==> config.mk <==
export PLATFORM = sky130hd
export DESIGN_NAME = instr_encoder_flat
export DESIGN_NICKNAME = d
export VERILOG_FILES = /design/src/rtl/instr_encoder.sv /design/src/rtl/instr_encoder_if.sv /design/src/flat_wrapper.sv
export SDC_FILE = /design/constraint.sdc
export NUM_CORES = 1
export LEC_CHECK = 0
export BUFFER_PORTS_ARGS = -buffer_cell sky130_fd_sc_hd__buf_2
export CAP_MARGIN = 30
export CORE_UTILIZATION = 54
export CTS_CLUSTER_DIAMETER = 30
export DETAILED_ROUTE_END_ITERATION = 12
export PLACE_DENSITY = 0.91
export SYNTH_ARGS = -nofsm -noshare
export SYNTH_HDL_FRONTEND = slang
export SYNTH_SLANG_ARGS = --single-unit
export TNS_END_PERCENT = 1
==> constraint.sdc <==
create_clock -name clk -period 2.56 [get_ports clk]
set_input_delay 0.256 -clock clk [delete_from_list [all_inputs] [get_ports clk]]
set_output_delay 0.256 -clock clk [all_outputs]
set_load 0.01 [all_outputs]
==> src/rtl/instr_encoder.sv <==
// Two-stage RV32I instruction encoder: registers decoded fields, packs them into a
// 32-bit word and flags immediates/opcodes the target format cannot represent.
package riscv_pkg;
  typedef enum logic [6:0] {
    OP_LUI    = 7'b0110111,
    OP_AUIPC  = 7'b0010111,
    OP_JAL    = 7'b1101111,
    OP_JALR   = 7'b1100111,
    OP_BRANCH = 7'b1100011,
    OP_LOAD   = 7'b0000011,
    OP_STORE  = 7'b0100011,
    OP_IMM    = 7'b0010011,
    OP_OP     = 7'b0110011
  } opcode_e;
endpackage

module instr_encoder
  import riscv_pkg::*;
(
  input logic           clk,
  input logic           rst_n,
  instr_encoder_if.slave bus
);

  logic        s1_valid;
  logic [6:0]  s1_opcode;
  logic [4:0]  s1_rd;
  logic [4:0]  s1_rs1;
  logic [4:0]  s1_rs2;
  logic [2:0]  s1_funct3;
  logic [6:0]  s1_funct7;
  logic [31:0] s1_imm;

  logic        out_valid_q;
  logic [31:0] out_instr_q;
  logic        out_err_q;
  logic [15:0] err_count_q;

  logic        s2_adv;
  logic        in_fire;
  logic        out_fire;
  logic [31:0] enc_instr;
  logic        enc_err;
  logic        fits_i;
  logic        fits_b;
  logic        fits_j;
  logic        is_shift;

  assign s2_adv   = !out_valid_q || bus.out_ready;
  assign bus.in_ready = !s1_valid || s2_adv;
  assign in_fire  = bus.in_valid && bus.in_ready;
  assign out_fire = out_valid_q && bus.out_ready;

  assign bus.out_valid = out_valid_q;
  assign bus.out_instr = out_instr_q;
  assign bus.out_err   = out_err_q;
  assign bus.err_count = err_count_q;

  // Range checks as sign-extension tests: all bits above the field's sign bit must match it.
  assign fits_i   = (&s1_imm[31:11]) || !(|s1_imm[31:11]);
  assign fits_b   = ((&s1_imm[31:12]) || !(|s1_imm[31:12])) && !s1_imm[0];
  assign fits_j   = ((&s1_imm[31:20]) || !(|s1_imm[31:20])) && !s1_imm[0];
  assign is_shift = (s1_funct3 == 3'b001) || (s1_funct3 == 3'b101);

  always_comb begin
    enc_instr = '0;
    enc_err   = 1'b0;
    case (s1_opcode)
      OP_OP: begin
        enc_instr = {s1_funct7, s1_rs2, s1_rs1, s1_funct3, s1_rd, s1_opcode};
      end
      OP_LOAD, OP_JALR: begin
        enc_instr = {s1_imm[11:0], s1_rs1, s1_funct3, s1_rd, s1_opcode};
        enc_err   = !fits_i;
      end
      OP_IMM: begin
        if (is_shift) begin
          enc_instr = {s1_funct7, s1_imm[4:0], s1_rs1, s1_funct3, s1_rd, s1_opcode};
          enc_err   = |s1_imm[31:5];
        end else begin
          enc_instr = {s1_imm[11:0], s1_rs1, s1_funct3, s1_rd, s1_opcode};
          enc_err   = !fits_i;
        end
      end
      OP_STORE: begin
        enc_instr = {s1_imm[11:5], s1_rs2, s1_rs1, s1_funct3, s1_imm[4:0], s1_opcode};
        enc_err   = !fits_i;
      end
      OP_BRANCH: begin
        enc_instr = {s1_imm[12], s1_imm[10:5], s1_rs2, s1_rs1, s1_funct3,
                     s1_imm[4:1], s1_imm[11], s1_opcode};
        enc_err   = !fits_b;
      end
      OP_LUI, OP_AUIPC: begin
        enc_instr = {s1_imm[31:12], s1_rd, s1_opcode};
        enc_err   = |s1_imm[11:0];
      end
      OP_JAL: begin
        enc_instr = {s1_imm[20], s1_imm[10:1], s1_imm[11], s1_imm[19:12], s1_rd, s1_opcode};
        enc_err   = !fits_j;
      end
      default: begin
        enc_instr = '0;
        enc_err   = 1'b1;
      end
    endcase
  end

  // Stage 1 reloads whenever it is free or draining into stage 2 this cycle.
  always_ff @(posedge clk or negedge rst_n) begin
    if (!rst_n) begin
      s1_valid  <= 1'b0;
      s1_opcode <= '0;
      s1_rd     <= '0;
      s1_rs1    <= '0;
      s1_rs2    <= '0;
      s1_funct3 <= '0;
      s1_funct7 <= '0;
      s1_imm    <= '0;
    end else if (bus.in_ready) begin
      s1_valid <= bus.in_valid;
      if (in_fire) begin
        s1_opcode <= bus.in_opcode;
        s1_rd     <= bus.in_rd;
        s1_rs1    <= bus.in_rs1;
        s1_rs2    <= bus.in_rs2;
        s1_funct3 <= bus.in_funct3;
        s1_funct7 <= bus.in_funct7;
        s1_imm    <= bus.in_imm;
      end
    end
  end

  always_ff @(posedge clk or negedge rst_n) begin
    if (!rst_n) begin
      out_valid_q <= 1'b0;
      out_instr_q <= '0;
      out_err_q   <= 1'b0;
    end else if (s2_adv) begin
      out_valid_q <= s1_valid;
      if (s1_valid) begin
        out_instr_q <= enc_instr;
        out_err_q   <= enc_err;
      end
    end
  end

  always_ff @(posedge clk or negedge rst_n) begin
    if (!rst_n) begin
      err_count_q <= '0;
    end else if (bus.clr_cnt) begin
      err_count_q <= '0;
    end else if (out_fire && out_err_q && (err_count_q != 16'hFFFF)) begin
      err_count_q <= err_count_q + 16'd1;
    end
  end

endmodule

==> src/rtl/instr_encoder_if.sv <==
// Field-bundle input and encoded-word output of the RV32I instruction encoder.
// Handshake rule for both channels: a transfer happens on a rising clk edge where valid && ready; once valid is raised with a payload, payload stays stable until that edge.
interface instr_encoder_if;
  logic        in_valid;
  logic        in_ready;
  logic [6:0]  in_opcode;
  logic [4:0]  in_rd;
  logic [4:0]  in_rs1;
  logic [4:0]  in_rs2;
  logic [2:0]  in_funct3;
  logic [6:0]  in_funct7;
  logic [31:0] in_imm;
  logic        out_valid;
  logic        out_ready;
  logic [31:0] out_instr;
  logic        out_err;
  logic        clr_cnt;
  logic [15:0] err_count;

  modport master (
    output in_valid, in_opcode, in_rd, in_rs1, in_rs2, in_funct3, in_funct7, in_imm,
    output out_ready, clr_cnt,
    input  in_ready, out_valid, out_instr, out_err, err_count
  );

  modport slave (
    input  in_valid, in_opcode, in_rd, in_rs1, in_rs2, in_funct3, in_funct7, in_imm,
    input  out_ready, clr_cnt,
    output in_ready, out_valid, out_instr, out_err, err_count
  );
endinterface

==> src/flat_wrapper.sv <==
// flat-port wrapper written by rule: the top's interface ports become plain ports
module instr_encoder_flat import riscv_pkg::*;
  (clk, rst_n, bus_in_valid, bus_in_opcode, bus_in_rd, bus_in_rs1, bus_in_rs2, bus_in_funct3, bus_in_funct7, bus_in_imm, bus_out_ready, bus_clr_cnt, bus_in_ready, bus_out_valid, bus_out_instr, bus_out_err, bus_err_count);
  instr_encoder_if bus_i ();
  input logic clk;
  input logic rst_n;
  input wire logic [$bits(bus_i.in_valid)-1:0] bus_in_valid;
  input wire logic [$bits(bus_i.in_opcode)-1:0] bus_in_opcode;
  input wire logic [$bits(bus_i.in_rd)-1:0] bus_in_rd;
  input wire logic [$bits(bus_i.in_rs1)-1:0] bus_in_rs1;
  input wire logic [$bits(bus_i.in_rs2)-1:0] bus_in_rs2;
  input wire logic [$bits(bus_i.in_funct3)-1:0] bus_in_funct3;
  input wire logic [$bits(bus_i.in_funct7)-1:0] bus_in_funct7;
  input wire logic [$bits(bus_i.in_imm)-1:0] bus_in_imm;
  input wire logic [$bits(bus_i.out_ready)-1:0] bus_out_ready;
  input wire logic [$bits(bus_i.clr_cnt)-1:0] bus_clr_cnt;
  output wire logic [$bits(bus_i.in_ready)-1:0] bus_in_ready;
  output wire logic [$bits(bus_i.out_valid)-1:0] bus_out_valid;
  output wire logic [$bits(bus_i.out_instr)-1:0] bus_out_instr;
  output wire logic [$bits(bus_i.out_err)-1:0] bus_out_err;
  output wire logic [$bits(bus_i.err_count)-1:0] bus_err_count;
  assign bus_i.in_valid = bus_in_valid;
  assign bus_i.in_opcode = bus_in_opcode;
  assign bus_i.in_rd = bus_in_rd;
  assign bus_i.in_rs1 = bus_in_rs1;
  assign bus_i.in_rs2 = bus_in_rs2;
  assign bus_i.in_funct3 = bus_in_funct3;
  assign bus_i.in_funct7 = bus_in_funct7;
  assign bus_i.in_imm = bus_in_imm;
  assign bus_i.out_ready = bus_out_ready;
  assign bus_i.clr_cnt = bus_clr_cnt;
  assign bus_in_ready = bus_i.in_ready;
  assign bus_out_valid = bus_i.out_valid;
  assign bus_out_instr = bus_i.out_instr;
  assign bus_out_err = bus_i.out_err;
  assign bus_err_count = bus_i.err_count;
  instr_encoder u_core (.clk(clk), .rst_n(rst_n), .bus(bus_i));
endmodule
==> reports/qor.txt, run 1 <==
remaining antenna violation count: 0
layout cells sized above 1: 0.362
DP Area: 5990 um^2
FF-to-FF setup slack: 0.14 ns
Post-Syn Area: 5200 um^2
RR Endpoint: u_core.bus.out_instr[31]
family with the most delay on the worst path: compound AO/OA/AOI/OAI gates
wirelength, routed: 16200 um
Worst Tran Pin Value: 1.12 ns
Max Root-Sink Buffers: 2
PwrDens: 738 nW/um^2
switching share of power: 0.252
MaxCap Viol Count: 0
WL per Instance: 20.9 um
Leakage: 3.33 nW
critical path endpoint category: flip-flop
vias per inst: 6.11
Clk pin slew, worst setup/hold paths: 0.05 ns
fraction of registers with async set/reset: 1.00
All-Layer GR Usage: 0.343
Root Driver: clkbuf_8
most area-consuming cells after synthesis: dfrtp_1, mux2_2, nand2_1
biggest cell delay along the critical path: 0.93 ns
Yosys reg bits: 115
Clock Latency Late Sink: 0.52 ns
final instance area: 7240 um^2
Post-synth EDFFs: 0
setup TNS: 0 ns
Starting Density: 0.560
Arr. time, crit path: 2.87 ns
period utilization: 0.946
row count: 35
CP Launch Point: u_core.s1_opcode[6]
initial antenna violation count: 0
final worst slack: 0.137 ns
total chip power: 5.34 mW
Clock Skew: 0.0111 ns
Syn. warnings: 0
Startpoint Class: flip-flop
H-tree Lvls: 4
min Tclk post-route: 2.42 ns
Post-Syn Nets: 515
fin. max-slew vios: 0
# setup viols final: 0
worst setup path category: reg2reg
R2R cell count: 5
Vert. Die Dim: 100 um
drt pass-1 iters: 7
worst-path fanout max: 15
Comb pwr share: 0.118
largest net degree at the start of global routing: 65
pre-CTS setup slack: 0.400 ns
Hold-fix buffers, CTS: 63
core footprint: 9280 um^2
Max Freq: 413 MHz
Resized Gates After CTS: 0
Synth cell types: 57
Critical Path RT: 3.01 ns
CP max stage cell: a211oi_1
share of the yosys chip area belonging to registers: 0.553
Reg2Reg Launch Point: u_core.s1_opcode[6]
Fin. Hold Viols: 0
IO Count: 120
worst vdd ir: 0.000576 V
Reg power frac: 0.412
internal power: 4.00 mW
Clk pwr share: 0.470
fillers: 532
RSZ-0062 raised after global routing: no
diode count: 0
Die W: 100 um
worst hold path type: in2reg
vias: 4740
Die Area: 10000 um^2
post-DP HPWL: 9300 um
# DRC: 0
fin util: 0.780
worst setup path endpoint: u_core.bus.out_instr[31]
max_slew headroom: 0.250
Switching Power: 1.35 mW
Area Overhead vs Synth: 39.2%
placer congestion estimate: 0.882
Synth Instances: 445
clk sink count: 115
CTS tree: built
first-pass GRT wire length: 25700 um
CTS buffer count: 17
worst path buffer plus inverter count: 0
worst-path cell chain: nand2b_1 -> a211oi_1 -> a222oi_1 -> a31oi_1 -> a21o_1
Synth top area share: 0.553
vias in the first global route: 4873
First DRT Iteration DRCs: 576
predominant post-synthesis flop cell: dfrtp_1
critical path depth: 5
status: finished clean
cell taking the most area after synthesis: dfrtp_1
Syn Area/Cell: 11.7 um^2
Post-CTS Setup Inserts: 0
nets: 706
gr ovfl total: 0
input/output buffers: 119
how the worst min path moves through the flow:
stage                   start  cells after the start                 endpoint
5_1_grt         bus_in_rs2[2]                      2         u_core.s1_rs2[2]
6_report       bus_in_imm[21]                      2        u_core.s1_imm[21]
2_1_floorplan           rst_n                      0  u_core.bus.err_count[0]
3_5_place_dp            rst_n                      1  u_core.bus.out_instr[1]
4_1_cts         bus_in_rs2[2]                      2         u_core.s1_rs2[2]
3_3_place_gp            rst_n                      1  u_core.bus.out_instr[0]
stage by stage:
stage               hold slack, ns  cells
finish                      0.0129    776
global route              0.000445    776
CTS                        0.00180    776
detailed placement           0.281    683
global placement             0.277    683
floorplan                  -0.0396    445
registers in the layout, indices dropped and copies added (netlist names):
signal                cells
u_core.s1_imm            32
u_core.s1_funct3          3
u_core.s1_valid           1
u_core.s1_rd              5
u_core.bus.err_count     16
u_core.bus.out_valid      1
u_core.bus.out_instr     32
u_core.s1_opcode          7
u_core.s1_rs2             5
u_core.s1_rs1             5
u_core.bus.out_err        1
u_core.s1_funct7          7
layout by cell type (no fill, tap or decap), types with 3 or more instances in the layout:
| cell | Yosys | routed |
|---|---|---|
| bufinv_16 | 0 | 4 |
| nor2b_1 | 5 | 5 |
| nor4_1 | 8 | 8 |
| buf_2 | 3 | 118 |
| dlygate4sd3_1 | 0 | 63 |
| dfrtp_1 | 115 | 115 |
| nand3b_1 | 3 | 3 |
| nand2b_1 | 7 | 7 |
| nor3_1 | 8 | 8 |
| nand3_1 | 9 | 9 |
| mux2_2 | 65 | 65 |
| a21oi_1 | 6 | 6 |
| inv_1 | 6 | 6 |
| a22oi_1 | 8 | 8 |
| or4_1 | 3 | 3 |
| a21o_1 | 5 | 5 |
| nor3b_1 | 3 | 3 |
| nand2_1 | 42 | 41 |
| a222oi_1 | 11 | 11 |
| clkbuf_16 | 0 | 16 |
| xnor2_1 | 10 | 10 |
| clkbuf_8 | 0 | 5 |
| nand4_1 | 10 | 10 |
| nor2_1 | 21 | 21 |
| and3_1 | 6 | 6 |
| a211oi_1 | 3 | 3 |
| a22o_1 | 4 | 4 |
| buf_4 | 0 | 10 |
| o21ai_0 | 29 | 29 |
Yosys cell counts, drive strengths merged (2+ instances only):
cell type  number
a211oi          3
a21o            5
a21oi           6
a221oi          2
a222oi         11
a22o            4
a22oi           8
and2            2
and3            6
and4            2
buf             5
clkbuf         16
dfrtp         115
inv             6
mux2           66
nand2          42
nand2b          7
nand3           9
nand3b          3
nand4          11
nor2           22
nor2b           5
nor3            9
nor3b           3
nor4            9
o211ai          2
o21ai          29
or2             2
or3             2
or4             3
xnor2          10
metal layers:
layer,up-vias,part of all wire,wire [um],GRT usage
met5,-,0,0,0
met4,0,0.043,698,0.169
met3,76,0.094,1520,0.0877
met2,348,0.50,8190,0.571
met1,2282,0.36,5820,0.416
li1,2034,-,-,-
kinds of logic after synthesis:
family | synth area share
and+or+nand+nor | 0.147
adders and majority gates | 0.00240
AOI/OAI and AO/OA | 0.114
muxes | 0.145
xor gates and xnor gates | 0.0185
DFF | 0.553
buffers and inverters | 0.0202
power groups by stage:
stage / registers, mW / clock network, mW / logic [mW]
3_3_place_gp: 2.18 / 0 / 0.506
4_1_cts: 2.18 / 2.50 / 0.613
5_1_grt: 2.21 / 2.62 / 0.679
6_report: 2.20 / 2.51 / 0.633
3_5_place_dp: 2.20 / 0 / 0.528
2_1_floorplan: 2.13 / 0 / 0.347
layout make-up:
class	count	area (um^2)	area share
Sequential cell	115	2880	0.397
Inverter	6	22.5	0.00311
Tap cell	129	161	0.0223
Multi-Input combinational cell	303	2220	0.307
Clock inverter	8	150	0.0207
Clock buffer	22	473	0.0653
Timing Repair Buffer	193	1340	0.184
worst reg2reg max path, cell delays in order, from the launching register on:
cell and delay [ns]:
dfrtp_1 0.54, nand2b_1 0.27, a211oi_1 0.93, a222oi_1 0.23, a31oi_1 0.29, a21o_1 0.11
(Power assumes the default switching activity.)
==> inputs of run 2 (changes only) <==
- CORE_MARGIN: not set -> 2
==> run 2 against run 1 <==
Worst hold slack got worse by 0.0047 ns. Utilization shrank 0.42 points. Routed wire length rose by 6.4%. Sequential share of layout area increased by 0.23 points. Via count grew 5.1%. Flip-flop and latch count unchanged. Critical path type unchanged.
==> reports/qor.txt, run 2 (same netlist as run 1, synthesis figures left out) <==
IO Count: 120 (unchanged)
Startpoint Class: flip-flop
final worst slack: 0.0734 ns (-0.0638 ns)
first-pass GRT wire length: 26000 um (+1.0%)
Die Area: 10400 um^2 (+4.0%)
remaining antenna violation count: 0 (unchanged)
Vert. Die Dim: 102 um (+2.0%)
core footprint: 9280 um^2 (unchanged)
WL per Instance: 22.2 um (+6.1%)
Fin. Hold Viols: 0 (unchanged)
Max Freq: 402 MHz (-2.6%)
vias: 4980 (+5.1%)
family with the most delay on the worst path: simple AND/OR/NAND/NOR gates
CTS tree: built
CP max stage cell: dfrtp_1
status: finished clean
Leakage: 3.30 nW (-1.0%)
post-DP HPWL: 9520 um (+2.4%)
Comb pwr share: 0.126 (+0.008)
diode count: 0 (unchanged)
period utilization: 0.971 (+0.0249)
Max Root-Sink Buffers: 2 (unchanged)
initial antenna violation count: 0 (unchanged)
H-tree Lvls: 4 (unchanged)
# setup viols final: 0 (unchanged)
worst hold path type: in2reg
Clock Skew: 0.00870 ns (-0.00237 ns)
Reg power frac: 0.426 (+0.014)
MaxCap Viol Count: 0 (unchanged)
Clk pwr share: 0.449 (-0.021)
CTS buffer count: 17 (unchanged)
Root Driver: clkbuf_8
Critical Path RT: 2.91 ns (-0.10 ns)
Worst Tran Pin Value: 1.08 ns (-0.0395 ns)
drt pass-1 iters: 11 (+4)
worst path buffer plus inverter count: 1 (+1)
Clock Latency Late Sink: 0.52 ns (about the same)
internal power: 3.74 mW (-6.5%)
Area Overhead vs Synth: 38.5%
Die W: 102 um (+2.0%)
placer congestion estimate: 0.928 (+5.2%)
Clk pin slew, worst setup/hold paths: 0.06 ns (about the same)
RSZ-0062 raised after global routing: no
PwrDens: 719 nW/um^2 (-2.5%)
vias per inst: 6.40 (+4.8%)
biggest cell delay along the critical path: 0.49 ns (-0.44 ns)
worst vdd ir: 0.000738 V (+28%)
nets: 706 (unchanged)
pre-CTS setup slack: 0.364 ns (-0.0351 ns)
leading cell type in the layout, fill and taps excluded: buf_2
All-Layer GR Usage: 0.333 (-0.00936)
Starting Density: 0.560 (unchanged)
worst-path cell chain: nand4b_1 -> nor2_1 -> o31ai_4 -> buf_4 -> o41ai_1 -> nand3_1
Switching Power: 1.44 mW (+7.3%)
clk sink count: 115 (unchanged)
gr ovfl total: 0 (unchanged)
min Tclk post-route: 2.49 ns (+0.0638 ns)
# DRC: 0 (unchanged)
row count: 35 (unchanged)
input/output buffers: 119 (unchanged)
fin. max-slew vios: 0 (unchanged)
layout cells sized above 1: 0.367 (+0.00505)
vias in the first global route: 4930 (+1.2%)
largest net degree at the start of global routing: 65 (unchanged)
worst setup path category: reg2reg
switching share of power: 0.279 (+0.0266)
most frequent cells in the layout: buf_2, dfrtp_1, mux2_2
First DRT Iteration DRCs: 749 (+30%)
setup TNS: 0 ns (unchanged)
wirelength, routed: 17300 um (+6.4%)
worst-path fanout max: 11 (-4)
max_slew headroom: 0.277 (+0.0265)
critical path endpoint category: flip-flop
Arr. time, crit path: 2.83 ns (-0.04 ns)
[run 2: routing by layer]
layer | track usage | routed length, um | vias up
met3 | 0.0876 | 1760 | 122
met2 | 0.566 | 8470 | 419
met5 | 0 | 0 | -
met1 | 0.386 | 5900 | 2401
li1 | - | - | 2038
met4 | 0.186 | 1140 | 0
[run 2: path summary, 6_finish.rpt]
check                                        startpoint                       to  slack (ns)  depth (start not counted)
worst max-delay path                u_core.s1_opcode[4]       u_core.bus.out_err        0.07                          6
worst min-delay path                     bus_in_imm[18]        u_core.s1_imm[18]       0.008                          2
worst max register to register      u_core.s1_opcode[4]       u_core.bus.out_err        0.07                          6
worst min register to register  u_core.bus.out_instr[0]  u_core.bus.out_instr[0]        0.47                          2
max in group asynchronous                         rst_n        u_core.s1_imm[19]        1.64                          3
min in group asynchronous                         rst_n  u_core.bus.err_count[5]        0.15                          2
[run 2: repair_timing]
item,in CTS,in global routing
hold endpoints to repair,134,4
setup endpoints to repair,0,1
setup buffers,0,0
hold buffers,59,4
gates resized for setup,0,1
[run 2: final cells by class]
| cell class | count | area (um^2) |
|---|---|---|
| clock buffers | 18 | 428 |
| repair buffers | 193 | 1340 |
| inverters | 6 | 22.5 |
| fillers | 544 | 2080 |
| multi-input cells | 303 | 2220 |
| flip-flops and latches | 115 | 2880 |
| well taps | 129 | 161 |
| clock inverters | 14 | 155 |
[run 2: through the flow]
stage          cells  hold WS [ns]  utilization  power (mW)  cell area [um^2]
4_1_cts          774       0.00162        0.772        5.10              7160
5_1_grt          778      0.000158        0.776        5.33              7200
2_1_floorplan    445       -0.0396            -        2.48              5200
3_3_place_gp     683         0.143        0.645        2.68              5990
3_5_place_dp     683         0.145        0.645        2.73              5990
6_report         778       0.00828        0.776        5.18              7200
[run 2: power by group through the flow]
stage / logic, mW / registers (mW) / clock network, mW
2_1_floorplan: 0.347 / 2.13 / 0
3_3_place_gp: 0.504 / 2.18 / 0
3_5_place_dp: 0.529 / 2.20 / 0
4_1_cts: 0.610 / 2.18 / 2.31
5_1_grt: 0.689 / 2.21 / 2.43
6_report: 0.651 / 2.21 / 2.32
